==> config.mk <==
export PLATFORM = sky130hd
export DESIGN_NAME = bitmap_alloc_flat
export DESIGN_NICKNAME = d
export VERILOG_FILES = /design/src/rtl/bitmap_alloc_pkg.sv /design/src/rtl/bitmap_alloc_if.sv /design/src/rtl/bitmap_alloc_ffz_enc.sv /design/src/rtl/bitmap_alloc.sv /design/src/flat_wrapper.sv
export SDC_FILE = /design/constraint.sdc
export NUM_CORES = 1
export LEC_CHECK = 0
export ABC_AREA = 1
export BUFFER_PORTS_ARGS = -buffer_cell sky130_fd_sc_hd__buf_2
export CAP_MARGIN = 30
export CORE_MARGIN = 2
export CORE_UTILIZATION = 47
export DETAILED_ROUTE_END_ITERATION = 6
export GPL_TIMING_DRIVEN = 0
export PLACE_DENSITY = 0.68
export SYNTH_ARGS = -nofsm -noshare
export SYNTH_HDL_FRONTEND = slang
export SYNTH_HIERARCHICAL = 1
export SYNTH_SLANG_ARGS = --single-unit
==> constraint.sdc <==
create_clock -name clk -period 5.6 [get_ports clk]
set_input_delay 0.28 -clock clk [delete_from_list [all_inputs] [get_ports clk]]
set_output_delay 0.28 -clock clk [all_outputs]
set_load 0.01 [all_outputs]
==> src/rtl/bitmap_alloc_pkg.sv <==
// bitmap_alloc_pkg: shared widths and the free-legality helper for bitmap_alloc.
package bitmap_alloc_pkg;
    localparam int DEF_INWID  = 6;
    localparam int DEF_OUTWID = 48;
    localparam int CNTWID     = DEF_INWID + 1;

    function automatic int cntwid(input int inwid);
        return inwid + 1;
    endfunction

    // A free is legal only for an in-range index whose entry is allocated.
    function automatic logic free_legal(input int unsigned idx, input int unsigned outwid, input logic hit);
        return (idx < outwid) && hit;
    endfunction
endpackage

==> src/rtl/bitmap_alloc_if.sv <==
// bitmap_alloc_if: allocate/free/status bundle of bitmap_alloc.
interface bitmap_alloc_if
    import bitmap_alloc_pkg::*;
#(
    parameter int INWID  = DEF_INWID,
    parameter int OUTWID = DEF_OUTWID
);
    logic                     clr;
    logic                     alloc_req;
    logic                     alloc_vld;
    logic [INWID-1:0]         alloc_idx;
    logic                     alloc_fail;
    logic                     free_vld;
    logic [INWID-1:0]         free_idx;
    logic                     free_err;
    logic [OUTWID-1:0]        map;
    logic [cntwid(INWID)-1:0] cnt;
    logic                     full;
    logic                     empty;

    modport master (
        output clr, alloc_req, free_vld, free_idx,
        input  alloc_vld, alloc_idx, alloc_fail, free_err, map, cnt, full, empty
    );
    modport slave (
        input  clr, alloc_req, free_vld, free_idx,
        output alloc_vld, alloc_idx, alloc_fail, free_err, map, cnt, full, empty
    );
endinterface

==> src/rtl/bitmap_alloc_ffz_enc.sv <==
// ffz_enc: index of the lowest zero bit of map; none=1 when every bit is set.
module ffz_enc #(
    parameter int INWID  = 6,
    parameter int OUTWID = 48
) (
    input  logic [OUTWID-1:0] map,
    output logic [INWID-1:0]  idx,
    output logic              none
);
    always_comb begin
        idx = '0;
        for (int i = OUTWID - 1; i >= 0; i--)
            if (!map[i]) idx = INWID'(i);
        none = &map;
    end
endmodule

==> src/rtl/bitmap_alloc.sv <==
// bitmap_alloc: lowest-free-first entry allocator with free, clear and occupancy count.
// Define BITMAP_ALLOC_ERR_EN to report illegal frees on free_err.
module bitmap_alloc
    import bitmap_alloc_pkg::*;
#(
    parameter int INWID  = DEF_INWID,
    parameter int OUTWID = DEF_OUTWID
) (
    input  logic          clk,
    input  logic          rst_n,
    bitmap_alloc_if.slave bus
);
    localparam int CW = cntwid(INWID);
    localparam int N  = 2 ** INWID;

    logic [OUTWID-1:0] map_q, map_d;
    logic [CW-1:0]     cnt_q, cnt_d;
    logic [INWID-1:0]  idx_q, cand;
    logic [N-1:0]      map_x;
    logic              vld_q, fail_q, err_q, none, full, grant, legal, rel, bad;

    ffz_enc #(.INWID(INWID), .OUTWID(OUTWID)) u_ffz (.map(map_q), .idx(cand), .none(none));

    // Widened copy so any free_idx can be looked up without leaving the vector.
    assign map_x = N'(map_q);
    assign full  = cnt_q == CW'(OUTWID);
    assign grant = bus.alloc_req && !none;
    assign legal = free_legal(32'(bus.free_idx), OUTWID, map_x[bus.free_idx]);
    assign rel   = bus.free_vld && legal;
`ifdef BITMAP_ALLOC_ERR_EN
    assign bad = bus.free_vld && !legal;
`else
    assign bad = 1'b0;
`endif

    always_comb begin
        map_d = map_q;
        if (grant) map_d[cand] = 1'b1;
        if (rel) map_d[bus.free_idx] = 1'b0;
        cnt_d = cnt_q + CW'(grant) - CW'(rel);
    end

    always_ff @(posedge clk or negedge rst_n) begin
        if (!rst_n) begin
            map_q  <= '0;
            cnt_q  <= '0;
            idx_q  <= '0;
            vld_q  <= 1'b0;
            fail_q <= 1'b0;
            err_q  <= 1'b0;
        end else if (bus.clr) begin
            map_q  <= '0;
            cnt_q  <= '0;
            vld_q  <= 1'b0;
            fail_q <= 1'b0;
            err_q  <= 1'b0;
        end else begin
            map_q  <= map_d;
            cnt_q  <= cnt_d;
            vld_q  <= grant;
            fail_q <= bus.alloc_req && none;
            err_q  <= bad;
            if (grant) idx_q <= cand;
        end
    end

    assign bus.map        = map_q;
    assign bus.cnt        = cnt_q;
    assign bus.alloc_idx  = idx_q;
    assign bus.alloc_vld  = vld_q;
    assign bus.alloc_fail = fail_q;
    assign bus.free_err   = err_q;
    assign bus.full       = full;
    assign bus.empty      = cnt_q == '0;
endmodule

==> src/flat_wrapper.sv <==
// flat-port wrapper written by rule: the top's interface ports become plain ports
module bitmap_alloc_flat import bitmap_alloc_pkg::*;
#(
    parameter int INWID  = DEF_INWID,
    parameter int OUTWID = DEF_OUTWID
)
  (clk, rst_n, bus_clr, bus_alloc_req, bus_free_vld, bus_free_idx, bus_alloc_vld, bus_alloc_idx, bus_alloc_fail, bus_free_err, bus_map, bus_cnt, bus_full, bus_empty);
  bitmap_alloc_if #(.INWID(INWID), .OUTWID(OUTWID)) bus_i ();
  input  logic clk;
  input  logic rst_n;
  input wire logic [$bits(bus_i.clr)-1:0] bus_clr;
  input wire logic [$bits(bus_i.alloc_req)-1:0] bus_alloc_req;
  input wire logic [$bits(bus_i.free_vld)-1:0] bus_free_vld;
  input wire logic [$bits(bus_i.free_idx)-1:0] bus_free_idx;
  output wire logic [$bits(bus_i.alloc_vld)-1:0] bus_alloc_vld;
  output wire logic [$bits(bus_i.alloc_idx)-1:0] bus_alloc_idx;
  output wire logic [$bits(bus_i.alloc_fail)-1:0] bus_alloc_fail;
  output wire logic [$bits(bus_i.free_err)-1:0] bus_free_err;
  output wire logic [$bits(bus_i.map)-1:0] bus_map;
  output wire logic [$bits(bus_i.cnt)-1:0] bus_cnt;
  output wire logic [$bits(bus_i.full)-1:0] bus_full;
  output wire logic [$bits(bus_i.empty)-1:0] bus_empty;
  assign bus_i.clr = bus_clr;
  assign bus_i.alloc_req = bus_alloc_req;
  assign bus_i.free_vld = bus_free_vld;
  assign bus_i.free_idx = bus_free_idx;
  assign bus_alloc_vld = bus_i.alloc_vld;
  assign bus_alloc_idx = bus_i.alloc_idx;
  assign bus_alloc_fail = bus_i.alloc_fail;
  assign bus_free_err = bus_i.free_err;
  assign bus_map = bus_i.map;
  assign bus_cnt = bus_i.cnt;
  assign bus_full = bus_i.full;
  assign bus_empty = bus_i.empty;
  bitmap_alloc #(.INWID(INWID), .OUTWID(OUTWID)) u_core (.clk(clk), .rst_n(rst_n), .bus(bus_i));
endmodule
Yosys cells after proc, flatten, opt, wreduce, memory -nomap -nowiden
Cells that the tools add are included.

Logic and storage cells: 87. Output and inout bits: 66. Register bits: 63.

Bitwise logic cells: 4. Reductions and logical operators: 10. Muxes and demuxes: 60. Order comparisons: 5. Eq/ne operators: 1. Add/sub/neg operators: 2.

Operator list (count): 6-bit two-way mux (48); 48-bit two-way mux (3); 48-bit AND (1); 48-bit NOT (1); 48-bit bitwise OR (1); 48-bit AND reduction (1); 6-bit by 7-bit less-than comparator with 1-bit output (second input constant) (2); 1-bit demux with 6-bit select (2); 6-bit by 1-bit >= comparator with 1-bit output (second input constant) (2); 7-bit by 1-bit adder with 7-bit output (1); 7-bit by 6-bit == test with 1-bit output (second input constant) (1); 7-bit zero test (1); 7-bit two-way mux (1); 7-bit by 1-bit subtractor with 7-bit output (1); 1-bit binary-select mux with 6-bit select (1); 1-bit logical AND (6); 6-bit less-than comparator (second input constant) (1); 1-bit two-way mux (5); 2-bit AND reduction (1); 1-bit zero test (1); 1-bit NOT (1).

Depth between registers and ports, before layout
Gate-level depths: netlist of the first run.

Depth after elaboration: 57. Depth in mapped cells: 54. Depth with buffers taken out: 53.

Modules after synthesis
The synthesis of the first run kept the hierarchy.

Modules (own cells, without submodules): bitmap_alloc (cells an instance 641, times used 1, area each 4292.9 µm², seq. area each 1576.5 µm²); ffz_enc (cells an instance 125, times used 1, area each 515.5 µm², seq. area each 0.0 µm²).

Least setup slack after synthesis of the first run
No wires, ideal clock.

Path kind: register to register. From: register u_core.map_q[47] (netlist: u_core/bus.map[47]). To: register u_core.map_q[27] (netlist: u_core/bus.map[27]). Buffers on the path: 1. Required time: 5.537 ns. Arrival time: 3.910 ns. Cell stages (with the launch flop): 55. Slack: 1.627 ns. Path through: dfrtp_1 -> inv_1 -> nand2_1 -> nand2_1 -> nand2_1 -> nand2_1 -> nand2_1 -> nand2_1 -> nand2_1 -> nand2_1 -> nand2_1 -> nand2_1 -> nand2_1 -> nand2_1 -> nand2_1 -> nand2_1 -> nand2_1 -> nand2_1 -> [... 19 more ...] -> nand2_1 -> nand2_1 -> nand2_1 -> nand2_1 -> nand2_1 -> nand2_1 -> nand2_1 -> nand2_1 -> nand2_1 -> nand2_1 -> a21oi_2 -> buf_2 -> clkinv_1 -> nor4_1 -> nand2_1 -> a21oi_1 -> nand2_1 -> inv_1.

Longest elaborated chain between the ends: 57.

RTL lines: start: declaration (line bitmap_alloc.sv:16) `logic [OUTWID-1:0] map_q, map_d;`; start signal: assignment (line bitmap_alloc.sv:58) `map_q <= map_d;`; 6-bit two-way mux * (48 in a row) (line bitmap_alloc_ffz_enc.sv:13) `if (!map[i]) idx = INWID'(i);`; via u_core.cand[0] (line bitmap_alloc.sv:18) `logic [INWID-1:0] idx_q, cand;`; 6-bit by 7-bit less-than comparator with 1-bit output (implied by the code) or 6-bit by 1-bit >= comparator with 1-bit output (tied branches) (line bitmap_alloc.sv:38) `if (grant) map_d[cand] = 1'b1;`; 1-bit logical AND (implied by the code) (line bitmap_alloc.sv:38); 1-bit two-way mux (implied by the code) (line bitmap_alloc.sv:38); 1-bit demux with 6-bit select *; 48-bit bitwise OR (no line) *; 48-bit two-way mux * (line bitmap_alloc.sv:38); 48-bit AND (no line); 48-bit two-way mux * (line bitmap_alloc.sv:39) `if (rel) map_d[bus.free_idx] = 1'b0;`; 48-bit two-way mux * (line bitmap_alloc.sv:51) `end else if (bus.clr) begin`.

The timed path passes the listed nets; every way through them passes the cells marked *. The select of a mux whose other input is x is not followed. A chain may end at the register's enable or synchronous reset.

Final worst setup path of the first run
From: register u_core.map_q[47] (netlist: u_core/bus.map[47]). To: register u_core.map_q[33] (netlist: u_core/bus.map[33]).

The elaborated chain is that of the path after synthesis.

==> results of run 1 <==
[kinds of logic after synthesis]
logic type / share of synthesized area, %
AO/OA/AOI/OAI: 8.82
XOR/XNOR: 0.182
adder cells (fa/ha/maj): 3.02
buffers and inverters: 12.9
flip-flops: 32.8
other: 0.0780
AND/OR/NAND/NOR: 42.2
[state kept, by name (all words and copies together), names as in the netlist]
register,cells
u_core/bus.alloc_idx,6
u_core/bus.alloc_fail,1
u_core/bus.map,48
u_core/bus.cnt,7
u_core/bus.alloc_vld,1
[cells in the mapped netlist, drive strengths merged, types with 3 or more instances]
master,number,area (um^2)
nand2,240,903
nor2,117,459
inv,115,432
nand3,70,450
dfrtp,63,1580
a21oi,55,279
buf,18,143
o21ai,18,90.1
nand4,13,81.3
nor3,13,65.1
ha,10,125
clkbuf,9,33.8
nor4,9,56.3
a31oi,4,25.0
clkinv,3,11.3
[layer usage]
layer  global-route usage [%]  wire [um]  vias up
li1                         -          -     2564
met1                     41.1       6960     2426
met2                     47.5       7230      288
met3                     4.93       1520       44
met4                     13.4        521        0
met5                        0          0        -
[metrics by stage]
step	power [mW]	setup TNS (ps)	area [um^2]	utilization, %	std cells
4_1_cts	1.19	0	5590	56.6	988
3_5_place_dp	0.793	0	5400	54.7	973
6_report	1.18	0	5590	56.7	989
3_3_place_gp	0.783	0	5340	54.1	972
2_1_floorplan	0.698	0	4810	-	766
5_1_grt	1.25	-755	5590	56.7	989
[cell type report]
class	count	area (um^2)
Multi-Input combinational cell	558	2660
Timing Repair Buffer	75	380
Clock inverter	6	62.6
Sequential cell	63	1580
Fill cell	1006	4270
Tap cell	133	166
Inverter	118	443
Clock buffer	9	124
Buffer	27	176
[worst min path at each step]
stage | slack, ps | end | start
2_1_floorplan | -20 | u_core/bus.alloc_fail | rst_n
3_3_place_gp | 460 | u_core/bus.alloc_idx[3] | u_core/bus.alloc_idx[3]
3_5_place_dp | 440 | u_core/bus.cnt[4] | rst_n
4_1_cts | 50 | u_core/bus.alloc_idx[5] | rst_n
5_1_grt | 90 | u_core/bus.alloc_idx[5] | rst_n
6_report | 10 | u_core/bus.alloc_idx[1] | rst_n
[power groups by stage]
stage	Clock [mW]	Combinational, mW	Sequential (mW)
6_report	0.396	0.291	0.494
3_5_place_dp	0	0.289	0.504
4_1_cts	0.405	0.291	0.495
5_1_grt	0.422	0.332	0.499
3_3_place_gp	0	0.279	0.503
2_1_floorplan	0	0.186	0.512
==> metrics.md, run 1 <==
| Metric | Value |
|---|---|
| Outcome | finished clean |
| Crit path depth | between 50 and 60 |
| Worst Path Arrival | 5490 ps |
| R2R setup slack | 400 ps |
| Gr usage total | a little under a third |
| Final setup vio count | 0 |
| Final Max Slew Viols | 0 |
| Detailed Place HPWL | ~12 mm |
| Max clock buf depth | 2 |
| First-pass GRT wire length | 25.9 mm |
| Top_reg_cell synth | dfrtp_1 |
| Post-route DRC violation count | 0 |
| Comb power frac | between 20% and 30% |
| H-Tree Level Count | 3 |
| Reg clk slew, reported paths | 80 ps |
| Core Area | 9860 um^2 |
| Final worst path period need | 5200 ps |
| Share of post-route cells with drive strength above 1 | approximately 17% |
| DRT Pass-1 Iters | 6 |
| Worst clock skew | about 15 ps |
| Maximum clock rate | 0.192 GHz |
| Clock power frac | around a third |
| Total gr overflow | 0 |
| Total die area | roughly 11000 um^2 |
| TritonCTS buffer count | 9 |
| IO buf count | 73 |
| Setup WS post-layout | just over 400 ps |
| Via density | approximately 5.4 |
| Die height | 105 um |
| Commonest non-fill, non-tap cells in the layout | nand2_1 (239), nor2_1 (113), inv_1 (112) |
| Critical Path Sink | u_core/bus.map[33] |
| Critical setup path kind | reg -> reg |
| CP Launch Type | flop |
| Crit-path slowest cell | nor4_2 |
| Fin nets | slightly below 900 |
| Ant diodes | 0 |
| DRT iter0 DRCs | 454 |
| Worst skew pair latency | 360 ps |
| Routability Congestion | just under 1 |
| Starting Density | around half |
| Vias in the first global route | 4957 |
| EDFF count, synth | 0 |
| P_sw | approximately 0.40 mW |
| RSZ-0062 raised after global routing | true |
| Sw Ratio | between 30 and 40% |
| Syn nets | approximately 790 |
| Worst IR Drop VDD | approximately 0.14 mV |
| Rel. slew slack | between 20% and 30% |
| Clock Sinks | between 60 and 70 |
| Initial antenna violation count | 0 |
| Most common cell on crit path | nand2_1 |
| Per-cell routed wire length | approximately 16 um |
| Root buffer cell | clkbuf_8 |
| CTS Hold Bufs | 0 |
| Max Cap Violations | 0 |
| Slew @ Worst Pin | roughly 1100 ps |
| Worst hold margin | 12.8 ps |
| WL final | 16.2 mm |
| Avg Cell Area, Syn | 6.28 um^2 |
| Num rows | 36 |
| TritonCTS clock tree | yes |
| Cell internal pwr | slightly below 0.8 mW |
| CP Max Fanout | 9 |
| IO Count | 77 |
| Post-synthesis sequential element count | 63 |
| Async set-reset flop share out of synthesis | 100% |
| Synth warn | 6 |
| Worst R2R Path Depth | 54 |
| Worst flop-to-flop path endpoint | u_core/bus.map[33] |
| WP buf/inv | 4 |
| Yosys cell types | 32 |
| Worst min-delay path category | in -> async |
| CP peak stage delay | 1000 ps |
| Worst path top cell family by delay | simple AND/OR/NAND/NOR gates |
| Commonest non-fill, non-tap cell in the layout | nand2_1 |
| Req. time, crit path | between 5000 and 6000 ps |
| Mapped Cells | 766 |
| Final Cycle Share | between 90% and 100% |
| Sequential share of the synthesized area | between 30 and 40% |
| Die width | between 100 and 150 um |
| Reg2reg start | u_core/bus.map[47] |
| Crit path from | u_core/bus.map[47] |
| Crit end category | flop |
| Post-Place Worst Slack | between 500 and 600 ps |
| Cts repair resizes | 0 |
| Leakage power | 2.87 nW |
| Detail Route Antenna Nets | 0 |
| Power Density | around 210 nW/um^2 |
| Reg power frac | a little over two fifths |
| Vias after detailed routing | around 5300 |
| Layout area overhead | 16.3% |
| Largest net degree at the start of global routing | 64 |
| Post-Synthesis Cell Area | slightly below 5000 um^2 |
| Post-CTS Repair Setup Buffers | 0 |
| Hold Vio Cnt, Final | 0 |
Power figures use the tool's default switching activity.
==> run 2: changes to the inputs <==
Settings changed: MAX_ROUTING_LAYER set to met4.
==> run 2 against run 1 <==
Against the previous run: critical path depth rose by 1; total power down 3.5%; critical endpoint is now u_core/bus.map[17]; final cell count up 0.30%; global-route usage rose by 1.5 points; critical path type unchanged; clock power down 12%.
==> metrics.md, run 2 (synthesized netlist as in run 1, its figures left out) <==
| Metric | Value |
|---|---|
| Outcome | finished clean |
| CTS Hold Bufs | 0 |
| Worst min-delay path category | in -> async |
| Reg2reg start | u_core/bus.map[47] |
| Crit-path slowest cell | nor4_2 |
| Maximum clock rate | about 0.2 GHz |
| Fill cells | 1010 |
| Worst skew pair latency | 350 ps |
| Setup TNS | 0 ps |
| Vias after detailed routing | approximately 5400 |
| Most common cell on crit path | nand2_1 |
| Gr usage total | a little under a third |
| Largest register FFs | 48 |
| Rel. slew slack | approximately 26% |
| Detail Route Antenna Nets | 0 |
| Starting Density | 48.7% |
| Final worst path period need | 5000 ps |
| Core Area | about 10000 um^2 |
| Crit path from | u_core/bus.map[47] |
| Critical setup path kind | reg -> reg |
| Power Density | around 200 nW/um^2 |
| Final setup vio count | 0 |
| Num rows | 36 |
| H-Tree Level Count | 3 |
| IO Count | between 70 and 80 |
| Worst IR Drop VDD | approximately 0.19 mV |
| Max Cap Violations | 0 |
| Ant diodes | 0 |
| Max layer used | met4 |
| Detailed Place HPWL | 12.0 mm |
| Cts repair resizes | 0 |
| Total die area | about 11000 um^2 |
| Placed inst area | 5430 um^2 |
| Post-route DRC violation count | 0 |
| Total gr overflow | 0 |
| Fin nets | approximately 880 |
| Die width | about 110 um |
| IO buf count | 73 |
| R2R setup slack | 600 ps |
| WL final | 16.7 mm |
| Commonest non-fill, non-tap cells in the layout | nand2_1 (239), nor2_1 (113), inv_1 (112) |
| Root buffer cell | clkbuf_8 |
| Final Max Slew Viols | 0 |
| Vias in the first global route | 5026 |
| Routability Congestion | around 0.97 |
| Met1 wire length | slightly above 7 mm |
| CP Launch Type | flop |
| Commonest non-fill, non-tap cell in the layout | nand2_1 |
| Die height | between 100 and 150 um |
| Leakage power | approximately 2.9 nW |
| Clock Sinks | 63 |
| Post-CTS Repair Setup Buffers | 0 |
| Slew @ Worst Pin | between 1000 and 1500 ps |
| Worst Path Arrival | approximately 5300 ps |
| Design area | between 5000 and 6000 um^2 |
| DRT Pass-1 Iters | 5 |
| Layout area overhead | 16.8% |
| RSZ-0062 raised after global routing | true |
| DR WL met2 | roughly 7.5 mm |
| Crit end category | flop |
| Worst clock skew | about 5.6 ps |
| Share of post-route cells with drive strength above 1 | between 10% and 20% |
| Hold Vio Cnt, Final | 0 |
| CP peak stage delay | ~630 ps |
| DRT iter0 DRCs | roughly 500 |
| TritonCTS clock tree | yes |
| First-pass GRT wire length | between 20 and 30 mm |
| Total power | between 1 and 1.5 mW |
| Final Cycle Share | 89.3% |
| Initial antenna violation count | 0 |
| Via density | ~5.4 |
| Reg clk slew, reported paths | ~70 ps |
| TritonCTS buffer count | 9 |
| Met3 WL post-DR | 1.59 mm |
| CP Max Fanout | 9 |
| Req. time, crit path | slightly below 6000 ps |
| Largest net degree at the start of global routing | 64 |
| Max clock buf depth | 2 |
| Per-cell routed wire length | ~17 um |
==> run 2: changes by cell type in the layout (fill, tap and decap cells not counted), moves of 3 or more <==
cell | before | now
buf_4 | 4 | 8
clkbuf_1 | 9 | 13
clkinvlp_4 | 3 | 0
nor4_2 | 8 | 5
nor4_4 | 0 | 3
==> run 2: worst paths after layout <==
path,to,depth (start not counted)
max,u_core/bus.map[17],55
min,u_core/bus.cnt[4],1
max reg2reg,u_core/bus.map[17],55
min reg2reg,u_core/bus.alloc_idx[4],2
max in group asynchronous,u_core/bus.map[21],1
min in group clk,u_core/bus.alloc_fail,3
==> run 2: area by class of cell <==
class	instances	area [um^2]	area share (%)
multi-input combinational	558	2690	47.9
sequential	63	1580	28.1
inverter	118	443	7.89
timing repair buffer	78	405	7.22
buffer	27	176	3.14
tap	133	166	2.96
clock buffer	14	153	2.72
clock inverter	1	5.00	0.0891
==> run 2: metal layers <==
metal	GRT usage (%)	up-vias
li1	-	2581
met1	42.0	2501
met2	49.3	257
met3	5.68	32
met4	10.9	0
met5	-	-
==> run 2: worst max-delay path, delay by kind of cell (launching register included) <==
family          cells  cell delay, ps
simple gates       48            3180
flops               1             450
compound gates      2             280
buf+inv             5            1040
==> run 2: where the power goes <==
group          switching [mW]  internal, mW  total, mW
combinational           0.195         0.101      0.296
clock                   0.176         0.170      0.347
sequential             0.0204         0.475      0.496
total                   0.392         0.747       1.14
==> run 2: per-stage QoR <==
step	util, %	std cells	hold WS, ps	setup slack, ps
floorplan	-	766	-15.6	1630
global placement	54.1	972	461	225
detailed placement	55.0	977	440	627
CTS	56.6	992	48.6	571
global route	56.9	992	93.2	-38.0
finish	56.9	992	29.2	597
==> run 3: changes to the inputs <==
Settings changed: CELL_PAD_IN_SITES_DETAIL_PLACEMENT set to 1, CELL_PAD_IN_SITES_GLOBAL_PLACEMENT set to 2, CORE_UTILIZATION 47 to 33, PLACE_DENSITY 0.68 to unset, PLACE_DENSITY_LB_ADDON set to 0.1.
==> run 3 against run 2 <==
Against the previous run: sequential power is essentially flat; sequential share of layout area shrank 1.0 points; critical path depth is the same; die area grew 41%.
==> metrics.md, run 3 (synthesized netlist as in run 1, its figures left out) <==
| Metric | Value |
|---|---|
| Worst Path Arrival | ~5300 ps |
| Rel. slew slack | between 20% and 30% |
| Worst R2R Path Depth | 55 |
| Setup WS post-layout | 567 ps |
| Final std cells w/o fill | 1048 |
| Req. time, crit path | 5890 ps |
| Crit end category | flop |
| Design area | between 5000 and 6000 um^2 |
| R2R setup slack | between 500 and 600 ps |
| Vias after detailed routing | ~5300 |
| TritonCTS buffer count | 9 |
| Max Cap Violations | 0 |
| Gr usage total | 26.2% |
| Cts repair resizes | 0 |
| Hold Vio Cnt, Final | 0 |
| Num rows | 44 |
| Via density | 5.10 |
| IO buf count | 73 |
| Layout area overhead | 21.2% |
| DRT iter0 DRCs | approximately 300 |
| Commonest non-fill, non-tap cells in the layout | nand2_1 (239), nor2_1 (113), inv_1 (112) |
| Largest register FFs | 48 |
| Ant diodes | 0 |
| Reg clk slew, reported paths | ~50 ps |
| Post-route DRC violation count | 0 |
| Worst skew pair latency | 350 ps |
| TritonCTS clock tree | yes |
| CP peak stage delay | between 700 and 800 ps |
| Detail Route Antenna Nets | 0 |
| Initial antenna violation count | 0 |
| Worst hold margin | ~63 ps |
| IO Count | 77 |
| Crit-path slowest cell | nor4_2 |
| Inst Count DP | a little over 1000 |
| Worst flop-to-flop path endpoint | u_core/bus.map[19] |
| Max clock buf depth | 2 |
| Starting Density | between 30% and 40% |
| First-pass GRT wire length | 30.4 mm |
| Worst min-delay path category | in -> async |
| Post-CTS Repair Setup Buffers | 0 |
| Per-cell routed wire length | 18.5 um |
| RSZ-0062 raised after global routing | true |
| Slew @ Worst Pin | around 1100 ps |
| Post-Place Worst Slack | about 540 ps |
| Worst IR Drop VDD | about 0.13 mV |
| Routability Congestion | 0.890 |
| Largest net degree at the start of global routing | 64 |
| Core Area | ~14000 um^2 |
| Die width | 125 um |
| Leakage power | 2.98 nW |
| Outcome | finished clean |
| Fin nets | 882 |
| DRT Pass-1 Iters | 5 |
| Maximum clock rate | 0.199 GHz |
| Total die area | between 15000 and 20000 um^2 |
| H-Tree Level Count | 3 |
| Share of post-route cells with drive strength above 1 | roughly 18% |
| Worst clock skew | 9.33 ps |
| CP Max Fanout | 9 |
| Power Density | between 200 and 250 nW/um^2 |
| Critical setup path kind | reg -> reg |
| Most common cell on crit path | nand2_1 |
| Vias in the first global route | around 5500 |
| Clock Sinks | between 60 and 70 |
| WL final | ~19 mm |
| Placed inst area | between 5000 and 6000 um^2 |
| Commonest non-fill, non-tap cell in the layout | nand2_1 |
| Final setup vio count | 0 |
| Total gr overflow | 0 |
| Reg2reg start | u_core/bus.map[47] |
| Root buffer cell | clkbuf_16 |
| Final worst path period need | about 5000 ps |
| Die height | ~120 um |
| Detailed Place HPWL | 14.6 mm |
| Final Max Slew Viols | 0 |
| Finished Core Util | between 40% and 50% |
| Final Cycle Share | 89.9% |
| CP Launch Type | flop |
run 3: changes by cell type in the layout (fill, tap and decap cells not counted), moves of 2 or more:
cell	before	now
clkbuf_16	0	9
clkbuf_8	10	2
buf_4	8	12
clkbuf_1	13	9
nor4_2	5	8
nor4_4	3	0
clkinv_2	1	3
run 3: where the power goes:
| group | internal (mW) | switching, mW |
|---|---|---|
| Combinational | 0.103 | 0.202 |
| Sequential | 0.476 | 0.0221 |
| Clock | 0.364 | 0.218 |
run 3: worst max-delay path by stage:
stage | to | slack [ps] | depth (start not counted) | startpoint
5_1_grt | u_core/bus.map[29] | -70 | 55 | u_core/bus.map[47]
3_3_place_gp | u_core/bus.map[35] | -110 | 54 | u_core/bus.map[47]
2_1_floorplan | u_core/bus.map[27] | 1630 | 54 | u_core/bus.map[47]
3_5_place_dp | u_core/bus.map[3] | 540 | 55 | u_core/bus.map[47]
6_report | u_core/bus.map[19] | 570 | 55 | u_core/bus.map[47]
4_1_cts | u_core/bus.map[19] | 500 | 55 | u_core/bus.map[47]
run 3: through the flow:
stage | setup TNS, ps | power, mW
floorplan | 0 | 0.698
global placement | -478 | 0.791
detailed placement | 0 | 0.810
CTS | 0 | 1.40
global route | -341 | 1.46
finish | 0 | 1.39
run 3: layer usage:
metal | share of wire (%) | wire length [um] | GRT usage [%] | vias up
met2 | 47 | 9120 | 41.9 | 146
li1 | - | - | - | 2581
met5 | 0 | 0 | - | -
met1 | 46 | 8990 | 34.5 | 2596
met4 | 2.3 | 439 | 8.92 | 0
met3 | 4.4 | 845 | 3.01 | 24
run 3: worst max-delay path: cells and delay by family, from the launching register on:
kind | cells | cell delay, ps
simple gates | 48 | 3320
flops | 1 | 420
buf+inv | 5 | 980
compound gates | 2 | 270
run 3: what timing repair did:
action                                  4_1_cts  5_1_grt
endpoints found under the setup margin        0        8
hold buffers                                  0        0
hold endpoints to repair                      0        0
run 3: final cells by class:
cell class	instances	area [um^2]
Clock inverter	4	45.0
Clock buffer	11	253
Timing Repair Buffer	83	440
Inverter	118	443
Buffer	27	176
Fill cell	1944	8540
Tap cell	184	230
Sequential cell	63	1580
Multi-Input combinational cell	558	2660
